===== config.mk =====
export PLATFORM = sky130hd
export DESIGN_NAME = arp_reply_scheduler
export DESIGN_NICKNAME = d
export VERILOG_FILES = /design/src/rtl/arp_reply_scheduler.sv
export SDC_FILE = /design/constraint.sdc
export NUM_CORES = 1
export LEC_CHECK = 0
export ABC_CLOCK_PERIOD_IN_PS = 12080
export CORE_UTILIZATION = 60
export CTS_CLUSTER_DIAMETER = 40
export DETAILED_ROUTE_END_ITERATION = 12
export GPL_TIMING_DRIVEN = 0
export PLACE_DENSITY_LB_ADDON = 0.12
export SLEW_MARGIN = 20
export SYNTH_ARGS = -nofsm -noshare
export SYNTH_HDL_FRONTEND = slang
export SYNTH_SLANG_ARGS = --single-unit
export TNS_END_PERCENT = 10

===== constraint.sdc =====
create_clock -name CLK_RX -period 12.08 [get_ports CLK_RX]
set_input_delay 3.624 -clock CLK_RX [delete_from_list [all_inputs] [get_ports CLK_RX]]
set_output_delay 3.624 -clock CLK_RX [all_outputs]
set_load 0.03 [all_outputs]

===== src/rtl/arp_reply_scheduler.sv =====
// arp_reply_scheduler: queues validated ARP requests and launches replies to CLK_TX over a toggle req/ack handshake
module arp_reply_scheduler #(
  parameter int          AW      = 2,
  parameter logic [15:0] GAP_CYC = 16'd16,
  parameter logic [15:0] TMO_CYC = 16'hFFFF
) (
  input  logic          CLK_RX,
  input  logic          ARESET,
  input  logic          i_enable,
  input  logic          i_req_valid,
  input  logic [47:0]   i_req_mac,
  input  logic [31:0]   i_req_ipv4,
  output logic          o_tx_req_toggle,
  output logic [47:0]   o_tx_mac,
  output logic [31:0]   o_tx_ipv4,
  input  logic          i_tx_ack_toggle,
  output logic          o_busy,
  output logic [AW:0]   o_level,
  output logic [15:0]   o_drop_cnt,
  output logic          o_timeout
);
  localparam int DEPTH = 1 << AW;
  typedef enum logic [1:0] {S_IDLE, S_LAUNCH, S_WAIT_ACK, S_GAP} state_t;
  logic          r_req_valid;
  logic [79:0]   r_req_data;
  logic          r_ack_s1;
  logic          r_ack_s2;
  logic [79:0]   r_mem [DEPTH];
  logic [AW-1:0] r_wr_ptr;
  logic [AW-1:0] r_rd_ptr;
  logic [AW:0]   r_level;
  logic [15:0]   r_drop_cnt;
  state_t        r_state;
  logic          r_tx_toggle;
  logic [47:0]   r_tx_mac;
  logic [31:0]   r_tx_ipv4;
  logic [15:0]   r_tmo_cnt;
  logic [15:0]   r_gap_cnt;
  logic          r_timeout;
  logic          w_pop;
  logic          w_full;
  logic          w_dup;
  logic          w_drop;
  logic          w_push;
  logic [AW-1:0] w_tail;
  logic          w_acked;
  logic          w_tmo_hit;
  assign w_tail    = r_wr_ptr - AW'(1);
  assign w_pop     = (r_state == S_IDLE) && i_enable && (r_level != '0);
  assign w_full    = r_level == (AW+1)'(DEPTH);
  assign w_dup     = (r_level != '0) && (r_req_data == r_mem[w_tail]);
  assign w_drop    = r_req_valid && ((w_full && !w_pop) || w_dup);
  assign w_push    = r_req_valid && !w_drop;
  assign w_acked   = r_ack_s2 == r_tx_toggle;
  assign w_tmo_hit = ({1'b0, r_tmo_cnt} + 17'd1) >= {1'b0, TMO_CYC};
  // Register the parser request so admission checks act on an aligned copy; ENABLE gates acceptance here
  always_ff @(posedge CLK_RX) begin
    if (ARESET) begin
      r_req_valid <= 1'b0;
      r_req_data  <= '0;
    end else begin
      r_req_valid <= i_req_valid & i_enable;
      r_req_data  <= {i_req_mac, i_req_ipv4};
    end
  end
  // Two-flop synchroniser for the ack toggle coming from CLK_TX
  always_ff @(posedge CLK_RX) begin
    if (ARESET) begin
      r_ack_s1 <= 1'b0;
      r_ack_s2 <= 1'b0;
    end else begin
      r_ack_s1 <= i_tx_ack_toggle;
      r_ack_s2 <= r_ack_s1;
    end
  end
  // FIFO storage; contents are only meaningful below LEVEL so no reset is needed
  always_ff @(posedge CLK_RX) begin
    if (w_push) r_mem[r_wr_ptr] <= r_req_data;
  end
  // Pointers, occupancy and saturating drop counter
  always_ff @(posedge CLK_RX) begin
    if (ARESET) begin
      r_wr_ptr   <= '0;
      r_rd_ptr   <= '0;
      r_level    <= '0;
      r_drop_cnt <= '0;
    end else begin
      r_wr_ptr   <= r_wr_ptr + AW'(w_push);
      r_rd_ptr   <= r_rd_ptr + AW'(w_pop);
      r_level    <= r_level + (AW+1)'(w_push) - (AW+1)'(w_pop);
      r_drop_cnt <= r_drop_cnt + 16'(w_drop && (r_drop_cnt != 16'hFFFF));
    end
  end
  // Reply FSM: load head, toggle a cycle later, wait for ack (never abandoned), then hold off for the gap
  always_ff @(posedge CLK_RX) begin
    if (ARESET) begin
      r_state     <= S_IDLE;
      r_tx_toggle <= 1'b0;
      r_tx_mac    <= '0;
      r_tx_ipv4   <= '0;
      r_tmo_cnt   <= '0;
      r_gap_cnt   <= '0;
      r_timeout   <= 1'b0;
    end else begin
      case (r_state)
        S_IDLE: begin
          if (w_pop) begin
            {r_tx_mac, r_tx_ipv4} <= r_mem[r_rd_ptr];
            r_state               <= S_LAUNCH;
          end
        end
        S_LAUNCH: begin
          r_tx_toggle <= ~r_tx_toggle;
          r_tmo_cnt   <= '0;
          r_state     <= S_WAIT_ACK;
        end
        S_WAIT_ACK: begin
          if (w_acked) begin
            r_gap_cnt <= GAP_CYC;
            r_state   <= S_GAP;
          end else begin
            r_tmo_cnt <= r_tmo_cnt + 16'(r_tmo_cnt != 16'hFFFF);
            r_timeout <= r_timeout | w_tmo_hit;
          end
        end
        S_GAP: begin
          r_gap_cnt <= (r_gap_cnt == '0) ? r_gap_cnt : r_gap_cnt - 16'd1;
          r_state   <= (r_gap_cnt == '0) ? S_IDLE : S_GAP;
        end
      endcase
    end
  end
  assign o_tx_req_toggle = r_tx_toggle;
  assign o_tx_mac        = r_tx_mac;
  assign o_tx_ipv4       = r_tx_ipv4;
  assign o_busy          = (r_state != S_IDLE) || (r_level != '0);
  assign o_level         = r_level;
  assign o_drop_cnt      = r_drop_cnt;
  assign o_timeout       = r_timeout;
endmodule

==> results_dict.tcl, run 1 <==
set metrics [dict create \
    ys_seq_elements 542 \
    relSlewSlack_pct 22.01 \
    clk_latency_ns 0.58 \
    cts_setup_buffers 0 \
    syn_nets 1601 \
    num_vias 14150 \
    drtAntennaViolNets 0 \
    clk_pin_slew_worst_paths_ns 0.05 \
    clock_sinks 542 \
    worst_clock_skew_ns 0.03521 \
    crit_type "flip-flop to flip-flop" \
    ctsHoldBuffers 0 \
    cap_violations 0 \
    setup_viol 0 \
    drive_gt1_share_pct 16.14 \
    drt-total-wl_um 58400 \
    p_total_mw 5.426 \
    fin_nets 1871 \
    ys_seq_area_share_pct 63.58 \
    ios 187 \
    avgSynthCellArea_um2 14.73 \
    root_buffer "clkbuf_16" \
    avgViaCountPerCell 6.196 \
    grt-ovfl-total 0 \
    final_core_util_pct 75.97 \
    grtUsageTotal_pct 31.60 \
    grt_pass1_vias 14320 \
    critical_path_arrival_ns 8.40 \
    ir_drop_mv 0.1873 \
    clock_path_buffers 3 \
    hold_viol 0 \
    synth_top_cell_by_area "edfxtp_1" \
    ys_top_cells_by_count "edfxtp_1, dfxtp_1, nand2_1" \
    die-width_um 193.9 \
    htree_levels 3 \
    crit_path_max_fanout 10 \
    finalCritPeriodShare_pct 65.63 \
    start_util_pct 61.54 \
    port_buffers 185 \
    postCtsResizedCells 0 \
    cts_tree "done" \
    core_um2 35910 \
    worst_pin_slew_ns 1.170 \
    grt_pass1_wl_um 87030 \
    die-height_um 193.9 \
    end_kind "flip-flop" \
    cts_buffers 67 \
    async_reset_ff_share_pct 0 \
    ys.flop_type "edfxtp_1" \
    crit_required_ns 12.56 \
    synth_most_common_cell "edfxtp_1" \
    hpwl_um 39180 \
    drcViolationCount 0 \
    rows 69 \
    yosys_warnings 0 \
    wl_per_cell_um 25.58 \
    fmax_mhz 126.1 \
    finalInstanceArea_um2 27280 \
    placed_area_um2 24950 \
    layout_min_cycle_time_ns 7.929 \
    hold_class "flip-flop to flip-flop" \
    tns_ns 0 \
    ys_top_cells_by_area "edfxtp_1, dfxtp_1, mux4_2" \
    syn_area_um2 22100 \
    dieArea_um2 37610 \
    synth-edff-count 320 \
    gp_congestion 0.8474 \
    critPathLaunchType "flip-flop" \
    maxSlewViolCount 0 \
    drt_iter0_markers 1381 \
    antenna_found_initial 0 \
    diodes 0 \
    synth_top_area_share_pct 43.48 \
    grt_max_degree 22 \
    outcome "complete, no violations" \
    syn_inst 1500 \
    power.density_nw_per_um2 198.9 \
    grt_setup_unrepaired "false" \
    first_pass_iters 5 \
    power_leakage_nw 8.955 \
    areaGrowthSynthToFinish_pct 23.44 \
    yosysUniqueCellTypes 46 \
]
power by group:
group | switching [mW] | internal, mW | total, mW
Clock | 0.769 | 1.31 | 2.08
Combinational | 0.694 | 0.473 | 1.17
Sequential | 0.0966 | 2.08 | 2.18
layer usage:
layer / vias to the layer above / GRT usage (%) / share of wire, %
li1: 6117 / - / -
met1: 7103 / 41.60 / 38
met2: 802 / 51.18 / 49
met3: 123 / 7.497 / 9.9
met4: 0 / 12.64 / 3.7
met5: - / 0 / 0
registers in the layout, summed over array words and instances, names as in the netlist, 3 cells and up:
register,flops
o_drop_cnt,16
o_level,3
o_tx_ipv4,32
o_tx_mac,48
r_gap_cnt,16
r_mem,320
r_req_data,80
r_tmo_cnt,16
area by class of cell:
cell class / instances / area (um^2)
Clock inverter: 34 / 447.9
Buffer: 80 / 327.8
Timing Repair Buffer: 201 / 2242
Multi-Input combinational cell: 865 / 7710
Clock buffer: 87 / 1877
Sequential cell: 542 / 14050
Fill cell: 2147 / 8631
Tap cell: 461 / 576.8
Inverter: 13 / 48.80
path summary, 6_finish.rpt:
kind	depth (start not counted)	start	slack, ns	endpoint
worst max-delay path	21	r_wr_ptr[0]	4.15	o_drop_cnt[12]
worst min-delay path	2	o_tx_mac[44]	0.45	o_tx_mac[44]
worst max register to register	21	r_wr_ptr[0]	4.15	o_drop_cnt[12]
worst min register to register	2	o_tx_mac[44]	0.45	o_tx_mac[44]
cells by family after synthesis:
family | share of synthesized area (%)
flops | 63.58
simple gates | 9.505
mux | 16.26
xor+xnor | 5.231
compound gates | 2.791
buf+inv | 1.693
fa+ha+maj | 0.9397
metrics by stage:
step	hold WS [ns]	setup slack [ns]	instances
after floorplan	0.4138	4.106	1500
after detailed placement	0.4495	4.416	2162
after CTS	0.4575	4.308	2283
after global placement	0.4431	-0.5034	2146
after global routing	0.4782	3.817	2283
final	0.4545	4.151	2283
cell usage in the layout (no fill, tap or decap), drive strengths merged, types with 15 or more instances in the layout:
cell type        n
clkinv          19
nor2            56
edfxtp         320
clkbuf         142
buf             41
xnor2           89
inv             16
xor2            43
ha              15
nand4           25
nor2b           88
mux2i           17
a21oi           94
nand2          189
mux4           152
dfxtp          222
clkdlybuf4s50  185
nand3           22
worst max-delay path, cell delays in order, from the launching register on:
cell and delay (ns):
dfxtp_1 0.45, buf_4 0.31, buf_2 0.51, inv_1 0.32, ha_1 0.38, clkbuf_1 0.23, clkbuf_1 0.84, clkbuf_1 0.83
mux4_2 0.43, xnor2_1 0.45, nand4_1 0.26, nor4_1 0.34, nand3_1 0.22, o21ai_2 0.59, o311a_1 0.28, ha_1 0.19
ha_1 0.19, nand3_1 0.16, nor2_1 0.22, nand2_1 0.14, or3_1 0.32, a21oi_1 0.13
(Power assumes the default switching activity.)
==> run 2: changes to the inputs <==
Settings changed: ABC_CLOCK_PERIOD_IN_PS 12080 to 8300, CORE_UTILIZATION 60 to 58.
Clock period 12.08 ns to 8.3 ns, I/O delays scaled along.
==> run 2 against run 1 <==
Compared with the run above:
- clock power grew 45%
- critical endpoint unchanged
- via count shrank 0.36%
- clock skew shrank 0.0066 ns
- core utilization shrank 3.1 points
- first-iteration DRC count grew 7.0%
- critical path depth is the same
==> results_dict.tcl, run 2 (same netlist as run 1, synthesis figures left out) <==
set metrics [dict create \
    hp-start "o_tx_mac[11]" \
    grtUsageTotal_pct 30.62 \
    drt_iter0_markers 1477 \
    die-width_um 197.2 \
    ff2ff_setup_slack_ns 0.33 \
    fin_nets 1871 \
    final_cell_mix "edfxtp_1, dfxtp_1, nand2_1, clkdlybuf4s50_1, mux4_2" \
    p_comb_share_pct 21.4 \
    drt-total-wl_um 57830 \
    clk_pin_slew_worst_paths_ns 0.06 \
    grt_pass1_wl_um 85930 \
    gp_congestion 0.8237 \
    worst_clock_skew_ns 0.02862 \
    top_register "r_mem" \
    drcViolationCount 0 \
    maxSlewViolCount 0 \
    avgViaCountPerCell 6.041 \
    p_clk_share_pct 38.4 \
    grt_pass1_vias 13890 \
    grt-ovfl-total 0 \
    cts_setup_buffers 0 \
    mostFrequentLayoutCell "edfxtp_1" \
    largest_reg_flops 320 \
    fill_cells 2433 \
    cpPeakStageDelay_ns 0.92 \
    switching_power_mw 2.269 \
    critical_path_arrival_ns 8.46 \
    hpwl_um 39310 \
    ios 187 \
    layout_min_cycle_time_ns 7.967 \
    power_leakage_nw 8.967 \
    end_kind "flip-flop" \
    antenna_found_initial 1 \
    cellInternalPower_mw 5.612 \
    crit_start "r_wr_ptr[0]" \
    clock_sinks 542 \
    finalInstanceArea_um2 27390 \
    clock_path_buffers 3 \
    fmax_mhz 125.5 \
    outcome "complete, no violations" \
    hold_viol 0 \
    wl_per_cell_um 24.79 \
    power.density_nw_per_um2 287.7 \
    areaGrowthSynthToFinish_pct 23.93 \
    crit_path_max_fanout 10 \
    relSlewSlack_pct 23.17 \
    reg2reg_from "r_wr_ptr[0]" \
    finalCritPeriodShare_pct 95.99 \
    placed_area_um2 25060 \
    root_buffer "clkbuf_16" \
    drtAntennaViolNets 0 \
    dieArea_um2 38890 \
    rows 71 \
    power_frac_seq_pct 40.2 \
    grt_max_degree 23 \
    crit_required_ns 8.79 \
    drive_gt1_share_pct 16.14 \
    grt_setup_unrepaired "false" \
    multiInputGateArea_um2 7705 \
    first_pass_iters 7 \
    p_total_mw 7.880 \
    register_area_um2 14050 \
    ir_drop_mv 0.1802 \
    critPathLaunchType "flip-flop" \
    crit_type "flip-flop to flip-flop" \
    p_sw_share_pct 28.79 \
    cts_buffers 66 \
    num_vias 14090 \
    core_um2 37580 \
    port_buffers 185 \
    setup_viol 0 \
    start_util_pct 58.82 \
    hold_path_depth 2 \
    worst_pin_slew_ns 1.152 \
    postCtsResizedCells 0 \
    hold_class "flip-flop to flip-flop" \
    cts_tree "done" \
    path_cells "buf_4, buf_2, inv_1, ha_1, clkbuf_1, clkbuf_1, clkbuf_1, mux4_2, xnor2_1, nand4_1, nor4_1, nand3_1, o21ai_2, o311a_1, ha_1, ha_1, nand3_1, nor2_1, nand2_1, or3_1, a21oi_1" \
    r2r_cells 21 \
    clk_latency_ns 0.59 \
    ctsHoldBuffers 0 \
    die-height_um 197.2 \
    htree_levels 3 \
    cpMaxStageDelayCell "clkbuf_1" \
    cap_violations 0 \
]
-- run 2: metrics by stage --
stage | setup slack (ns) | hold WS, ns | setup TNS (ns) | util (%) | cells
6_report | 0.3326 | 0.4534 | 0 | 72.90 | 2333
5_1_grt | 0.04840 | 0.4671 | 0 | 72.89 | 2332
4_1_cts | 0.5327 | 0.4543 | 0 | 72.89 | 2332
3_5_place_dp | 0.6517 | 0.4470 | 0 | 66.70 | 2213
3_3_place_gp | -4.289 | 0.4437 | -1344.24 | 65.45 | 2196
2_1_floorplan | 1.162 | 0.4138 | 0 | - | 1500
-- run 2: power groups by stage --
stage | Combinational [mW] | Clock (mW) | Sequential, mW
CTS | 1.70 | 3.05 | 3.17
global route | 1.80 | 3.16 | 3.19
detailed placement | 1.68 | 0 | 3.22
finish | 1.69 | 3.02 | 3.17
global placement | 1.64 | 0 | 3.22
floorplan | 0.874 | 0 | 3.37
-- run 2: final timing paths --
check                   end
max          o_drop_cnt[12]
min            o_tx_mac[11]
max reg2reg  o_drop_cnt[12]
min reg2reg    o_tx_mac[11]
-- run 2: area by class of cell --
class / instances / area share [%]
antenna: 1 / 0.009135
buffer: 80 / 1.192
clock buffer: 85 / 6.865
clock inverter: 34 / 1.631
inverter: 13 / 0.1781
multi-input combinational: 865 / 28.13
sequential: 542 / 51.30
tap: 511 / 2.334
timing repair buffer: 202 / 8.359
-- run 2: critical path: cells and delay by family, from the launching register on --
family,cells,cell delay [ns]
buf+inv,6,3.08
fa+ha+maj,3,0.79
flops,1,0.44
compound gates,3,0.99
xor+xnor,1,0.52
mux,1,0.43
simple gates,7,1.61
-- run 2: metal layers --
layer	vias up	GRT usage (%)	routed length (um)
li1	6117	-	-
met1	7084	41.73	22430
met2	780	50.13	28620
met3	113	5.259	5094
met4	0	10.62	1682
met5	-	0	0
